$ cat src/rtl/serout_ctrl.sv
`default_nettype none
// ============================================================================
// Module   : serout_ctrl
// Brief    : Serial-output controller: holding register, shifter and
//            start/data/stop framing FSM advanced by a bit-rate tick.
// Revision : 1.0 - initial release
// ============================================================================
module serout_ctrl #(
    parameter int DATA_BITS = 8,
    parameter int STOP_BITS = 1
) (
    input  logic                 clk,
    input  logic                 nReset,
    input  logic                 bitTick,
    input  logic                 wrStrobe,
    input  logic [DATA_BITS-1:0] wrData,
    input  logic                 forceBreak,
    input  logic                 clrOverrun,
    output logic                 serOut,
    output logic                 busy,
    output logic                 holdEmpty,
    output logic                 needData,
    output logic                 xmtDone,
    output logic                 overrun
);

    localparam int c_cntW = $clog2(DATA_BITS + 1);
    localparam logic [c_cntW-1:0] c_lastData = c_cntW'(DATA_BITS - 1);
    localparam logic [c_cntW-1:0] c_lastStop = c_cntW'(STOP_BITS - 1);

    typedef enum logic [1:0] {
        S_IDLE  = 2'd0,
        S_START = 2'd1,
        S_DATA  = 2'd2,
        S_STOP  = 2'd3
    } state_t;

    state_t                r_state;
    state_t                w_nextState;
    logic [DATA_BITS-1:0]  r_hold;
    logic [DATA_BITS-1:0]  r_shift;
    logic [DATA_BITS-1:0]  w_nextShift;
    logic [c_cntW-1:0]     r_bitCnt;
    logic [c_cntW-1:0]     w_nextBitCnt;
    logic                  r_holdEmpty;
    logic                  r_overrun;
    logic                  r_needData;
    logic                  r_serOut;
    logic                  w_load;
    logic                  w_bitVal;

    always_comb begin
        w_nextState  = r_state;
        w_nextShift  = r_shift;
        w_nextBitCnt = r_bitCnt;
        w_load       = 1'b0;
        w_bitVal     = 1'b1;
        case (r_state)
            S_IDLE: begin
                if (bitTick && !r_holdEmpty) begin
                    w_load      = 1'b1;
                    w_nextShift = r_hold;
                    w_nextState = S_START;
                end
            end
            S_START: begin
                w_bitVal = 1'b0;
                if (bitTick) begin
                    w_nextState  = S_DATA;
                    w_nextBitCnt = '0;
                end
            end
            S_DATA: begin
                w_bitVal = r_shift[0];
                if (bitTick) begin
                    w_nextShift = r_shift >> 1;
                    if (r_bitCnt == c_lastData) begin
                        w_nextState  = S_STOP;
                        w_nextBitCnt = '0;
                    end else begin
                        w_nextBitCnt = r_bitCnt + 1'b1;
                    end
                end
            end
            S_STOP: begin
                if (bitTick) begin
                    if (r_bitCnt == c_lastStop) begin
                        w_nextBitCnt = '0;
                        // Pending data chains straight into the next start bit
                        if (!r_holdEmpty) begin
                            w_load      = 1'b1;
                            w_nextShift = r_hold;
                            w_nextState = S_START;
                        end else begin
                            w_nextState = S_IDLE;
                        end
                    end else begin
                        w_nextBitCnt = r_bitCnt + 1'b1;
                    end
                end
            end
            default: w_nextState = S_IDLE;
        endcase
    end

    always_ff @(posedge clk or negedge nReset) begin
        if (!nReset) begin
            r_state  <= S_IDLE;
            r_shift  <= '0;
            r_bitCnt <= '0;
            r_serOut <= 1'b1;
        end else begin
            r_state  <= w_nextState;
            r_shift  <= w_nextShift;
            r_bitCnt <= w_nextBitCnt;
            r_serOut <= forceBreak ? 1'b0 : w_bitVal;
        end
    end

    // A write landing on a load edge refills the holder without overrun
    always_ff @(posedge clk or negedge nReset) begin
        if (!nReset) begin
            r_hold      <= '0;
            r_holdEmpty <= 1'b1;
            r_overrun   <= 1'b0;
            r_needData  <= 1'b0;
        end else begin
            r_needData <= w_load;
            if (wrStrobe) begin
                r_hold      <= wrData;
                r_holdEmpty <= 1'b0;
            end else if (w_load) begin
                r_holdEmpty <= 1'b1;
            end
            if (wrStrobe && !r_holdEmpty && !w_load) begin
                r_overrun <= 1'b1;
            end else if (clrOverrun) begin
                r_overrun <= 1'b0;
            end
        end
    end

    assign serOut    = r_serOut;
    assign busy      = (r_state != S_IDLE);
    assign holdEmpty = r_holdEmpty;
    assign needData  = r_needData;
    assign xmtDone   = (r_state == S_IDLE) && r_holdEmpty;
    assign overrun   = r_overrun;

endmodule
`default_nettype wire

$ cat config.mk
export PLATFORM = sky130hd
export DESIGN_NAME = serout_ctrl
export DESIGN_NICKNAME = d
export VERILOG_FILES = /design/src/rtl/serout_ctrl.sv
export SDC_FILE = /design/constraint.sdc
export NUM_CORES = 1
export LEC_CHECK = 0
export CAP_MARGIN = 40
export CORE_MARGIN = 3
export CORE_UTILIZATION = 53
export DETAILED_ROUTE_END_ITERATION = 6
export MAX_ROUTING_LAYER = met4
export PLACE_DENSITY_LB_ADDON = 0.15
export SLEW_MARGIN = 5
export SYNTH_ARGS = -nofsm -noshare
export SYNTH_HDL_FRONTEND = slang
export SYNTH_SLANG_ARGS = --single-unit
$ cat constraint.sdc
create_clock -name clk -period 2.2 [get_ports clk]
set_clock_uncertainty 0.05 [all_clocks]
set_input_delay 0.44 -clock clk [delete_from_list [all_inputs] [get_ports clk]]
set_output_delay 0.44 -clock clk [all_outputs]
set_load 0.01 [all_outputs]
### Yosys cells after proc, flatten, opt, wreduce, memory -nomap -nowiden

Cells that the tools add are included.

| storage, ports and cells | value |
|---|---|
| logic and storage cells | 67 |
| flip-flop bits (word level) | 26 |
| memories | 0 |
| RAM bits | 0 |
| output and inout bits | 6 |
| bits in read-only memories | 0 |
| input port bits | 14 |
| bits in latches | 0 |

| cells by class | value |
|---|---|
| mux-type cells | 31 |
| equality and inequality tests | 11 |
| multiply operators | 0 |
| bitwise gates (word level) | 0 |
| add/sub/neg operators | 1 |
| magnitude comparators | 0 |
| divide/modulo/power cells | 0 |
| reductions and logical operators | 16 |
| shift-type cells | 0 |

Operators with widths:

| operator | number |
|---|---|
| $mux W8 | 5 |
| $pmux W8 S3 | 1 |
| $mux W4 | 5 |
| $ne A2 B2 Y1 const B | 7 |
| $mux W2 | 6 |
| $pmux W4 S3 | 1 |
| $reduce_and A6 Y1 | 2 |
| $mux W1 | 10 |
| $pmux W2 S4 | 1 |
| $reduce_bool A2 Y1 | 3 |
| $reduce_bool A3 Y1 | 2 |
| $add A4 B1 Y4 const B | 1 |
| $eq A2 B2 Y1 const B | 2 |
| $eq A4 B3 Y1 const B | 1 |
| $logic_and A1 B1 Y1 | 4 |
| $logic_not A4 Y1 | 1 |
| $pmux W1 S2 | 2 |
| $reduce_and A4 Y1 | 1 |
| $eq A2 B1 Y1 const B | 1 |
| $logic_not A1 Y1 | 2 |
| $logic_not A2 Y1 | 1 |

### Longest topological paths before layout

| depth | value |
|---|---|
| word-level depth | 7 |
| mapped depth | 7 |
| gate-level depth less buffers | 6 |

### Worst setup path after synthesis

No wires, ideal clock.

| path | value |
|---|---|
| kind | flip-flop to flip-flop |
| start point | reg r_state[0] |
| end point | reg r_state[1] |
| library setup time | 0.125 ns |
| buffers on the path | 1 |
| path slack | 0.337 ns |
| cell stages (with the launch flop) | 8 |
| required time | 2.025 ns |
| period minus slack after synthesis | 1.863 ns |
| arrival | 1.688 ns |
| path through | dfrtp_1 -> inv_1 -> ha_1 -> buf_6 -> nor4b_4 -> nor3_2 -> a211oi_1 -> mux2_2 |

| on the way | value |
|---|---|
| longest elaborated chain between the ends | 3 |
| elaborated cells between the ends (all ways) | 12 |
| classes of those cells | 9 x eq/ne; 1 x mux; 2 x reduce/logical |

RTL lines:

| what | line | text |
|---|---|---|
| start: declaration | 38 | `state_t r_state;` |
| start signal: assignment | 113 | `r_state <= w_nextState;` |
| $eq A2 B2 Y1, or another cell as far along | 58 | `case (r_state)` |
| $ne A2 B2 Y1 (no line) | - |  |
| $reduce_and A6 Y1 (no line) | - |  |

Several ways; a longest one is shown, not always the timed one.
A chain may end at the register's enable or synchronous reset.

### Worst setup path after layout

| path | value |
|---|---|
| start point | reg r_state[0] |
| end point | out busy |

| on the way | value |
|---|---|
| longest elaborated chain between the ends | 1 |

RTL lines:

| what | line | text |
|---|---|---|
| $reduce_bool A2 Y1 | 144 | `assign busy = (r_state != S_IDLE);` |
| end: declaration | 20 | `output logic busy,` |

Every way passes these cells.

==> impl_metrics.tcl <==
set metrics [dict create \
    status "complete, no violations" \
    cts_inserted_buffers 3 \
    yosys.area.top_type_share_pct 43.9 \
    route.final.wire_length_um 2530 \
    synth_async_sr_flop_share_pct 100 \
    synthMostInstantiatedCell "sky130_fd_sc_hd__mux2_2" \
    post_synth_instance_area_um2 1370 \
    final_max_slew_viol_count 0 \
    nFillCells 174 \
    areaGrowthSynthToFinish_pct 20.7 \
    grt_pass1_vias 1034 \
    critical_path.n_buffers_inverters 3 \
    cts.sinks 26 \
    postSynthAreaPerCell_um2 12.1 \
    synthesis.yosys.warnings 0 \
    final_core_utilization_pct 70.6 \
    core-area_um2 2340 \
    ir_drop_mv 1.03 \
    cp_top_family "buffers and inverters" \
    die_width_um 56.8 \
    sequential_cell_area_um2 653 \
    diodes 0 \
    routabilityCongestion 0.826 \
    grt_pass1_wl_um 4340 \
    layout-drive-gt1-share_pct 32.6 \
    vias 946 \
    cts.reportedPaths.clkPinSlew_ps 130 \
    fraction_of_synthesized_cell_area_in_xor_and_xnor_cells_pct 0.640 \
    synth.net_count 134 \
    timing.max_cap.violations 0 \
    worst_slew_margin_rel_pct 68.6 \
    clock.fmax_mhz 477 \
    route.antenna.remaining_nets 0 \
    timing.rr.start "r_state[1]$_DFFE_PN0P_" \
    port_buffers 19 \
    ys.flop_type "sky130_fd_sc_hd__dfrtp_1" \
    gr-total-overflow 0 \
    clk_root_buffer_cell "sky130_fd_sc_hd__clkbuf_4" \
    cpMostUsedCell "sky130_fd_sc_hd__inv_1" \
    finalPower_mw 2.12 \
    worst_hold_slack_ps 430 \
    detail_route.drc_violations 0 \
    starting_density_of_the_core_pct 58.5 \
    yosys.area_share.simple_pct 12.4 \
    synth_seq_area_share_pct 47.7 \
    drtPass1Iterations 4 \
    hold_vio_cnt_final 0 \
    fp.dieH_um 56.8 \
    critPathSlowestCell "sky130_fd_sc_hd__clkdlybuf4s50_1" \
    grt_max_degree 27 \
    htree_levels 1 \
    rows 17 \
    hold_class "in -> async" \
    dp_slack_ps 194 \
    num_io_pins 20 \
    synthTopCellsByArea "sky130_fd_sc_hd__dfrtp_1 44%, sky130_fd_sc_hd__mux2_2 21%, sky130_fd_sc_hd__ha_1 6.4%" \
    worstSkewPairLatency_ps 310 \
    worstSetupStartpointType "register" \
    cts_tree "done" \
    critical_path_peak_fanout 4 \
    largest_family_of_logic_cells_by_synthesized_area "multiplexers" \
    syn-instance-count 113 \
    leakagePower_nw 0.728 \
    cts-root-to-sink-buffers 2 \
    finalSetupViolations 0 \
    fin_crit_ps 2100 \
    rsz0062_at_grt "no" \
    synthDistinctLibCells 32 \
    cp_data_arrival_time_ps 1610 \
    power_density_nw_per_um2 1290 \
    post_synth_most_frequent_cells "25 x sky130_fd_sc_hd__mux2_2, 24 x sky130_fd_sc_hd__dfrtp_1, 8 x sky130_fd_sc_hd__inv_1, 8 x sky130_fd_sc_hd__nor2_1" \
    vias_per_cell 5.70 \
    r2r_end "r_state[1]$_DFFE_PN0P_" \
    post_cts_hold_buffer_count 0 \
    route.detailed.wl_per_inst_um 15.2 \
    worstSetupEndpointType "output pin" \
    grt.total_usage_pct 17.8 \
    final_nets 161 \
    largest_incremental_delay_on_the_critical_path_ps 540 \
    worstMarginPinSlew_ps 466 \
    fin_ws_ps 105 \
    arithmetic_cell_share_of_the_synthesized_area_counting_full_adders_half_adders_and_majority_gates_pct 6.40 \
    reg2reg_depth 7 \
    initialDrtViolationCount 28 \
    finalCritPeriodShare_pct 95.3 \
    multi_input_combinational_cell_area_um2 667 \
    yosys_register_bits 26 \
    synth_mux_area_share_pct 20.6 \
    synth-edff-count 0 \
    timing_worst_setup_path_type "reg -> out" \
    synthesized_area_fraction_occupied_by_ao_oa_aoi_and_oai_cells_pct 8.32 \
    timing.critical_path.required_ps 1710 \
    die_area_um2 3230 \
    hpwlAfterDp_um 1920 \
    reg2reg_slack_ps 110 \
    timing.setup.tns_ps 0 \
    antenna_violations_before_repair 0 \
    synth_area_leader_cell "sky130_fd_sc_hd__dfrtp_1" \
    worstPathCellList "inv_1, ha_1, inv_1, clkdlybuf4s50_1" \
]
repair_timing:
item	CTS	global route
buffers inserted	2	1
gates resized for setup	1	3
setup endpoints to repair	2	1
placed cells by master, fill, tap and decap left out, types with 3 or more instances in the layout:
cell type                         netlist  layout
sky130_fd_sc_hd__clkbuf_4               0       3
sky130_fd_sc_hd__buf_4                  0       7
sky130_fd_sc_hd__clkdlybuf4s50_1        0      18
sky130_fd_sc_hd__nand2_1                3       3
sky130_fd_sc_hd__inv_1                  8       7
sky130_fd_sc_hd__nor2_1                 8       8
sky130_fd_sc_hd__a21oi_1                3       3
sky130_fd_sc_hd__o21ai_0                7       7
sky130_fd_sc_hd__dfrtp_1               24      24
sky130_fd_sc_hd__mux2_2                25      25
sky130_fd_sc_hd__ha_1                   7       5
metrics by stage:
step	instances	instance area (µm²)
after global routing	166	1650
after CTS	165	1640
after detailed placement	160	1600
after global placement	160	1600
final	166	1650
after floorplan	113	1370
sequential cells by signal (all words and copies together) (netlist names):
signal	cells
serOut	1
needData	1
r_bitCnt	4
r_shift	8
holdEmpty	1
r_state	2
r_hold	8
overrun	1
area by class of cell:
type	instances	share of cell area (%)
well taps	28	2.12
repair buffers	26	14.8
multi-input cells	75	40.3
clock buffers	3	1.36
flip-flops and latches	26	39.5
inverters	8	1.82
layer usage:
layer	routed length [µm]	up-vias	global-route usage [%]
li1	-	447	-
met1	1010	471	18.3
met2	1350	20	31.8
met3	87	8	3.45
met4	76	0	8.94
met5	0	-	-
how the worst max path moves through the flow:
stage                           start                      to  slack (ps)  cells after the start
2_1_floorplan  r_state[0]$_DFFE_PN0P_  r_state[1]$_DFFE_PN0P_         340                      7
3_3_place_gp                  bitTick  r_state[0]$_DFFE_PN0P_         220                      5
3_5_place_dp                  bitTick  r_shift[4]$_DFFE_PN0P_         190                      5
4_1_cts        r_state[0]$_DFFE_PN0P_                 xmtDone          20                      5
5_1_grt        r_state[0]$_DFFE_PN0P_                    busy          20                      4
6_report       r_state[0]$_DFFE_PN0P_                    busy         100                      4
report_power, final:
group	switching (mW)	internal, mW
registers	0.0842	0.647
clock network	0.126	0.0639
logic	0.554	0.650
worst register-to-register path, delay by kind of cell, from the launching register on:
kind	cells	cell delay, ps
flip-flops	1	420
buffers and inverters	2	270
multiplexers	1	370
AND/OR/NAND/NOR	2	420
AO/OA/AOI/OAI	1	240
adder cells (fa/ha/maj)	1	220
logic make-up after synthesis:
group                    Yosys count
multiplexers                      25
AO/OA/AOI/OAI                     18
flip-flops                        26
XOR/XNOR                           1
buffers and inverters             12
adder cells (fa/ha/maj)            7
AND/OR/NAND/NOR                   24
(Power assumes the default switching activity.)
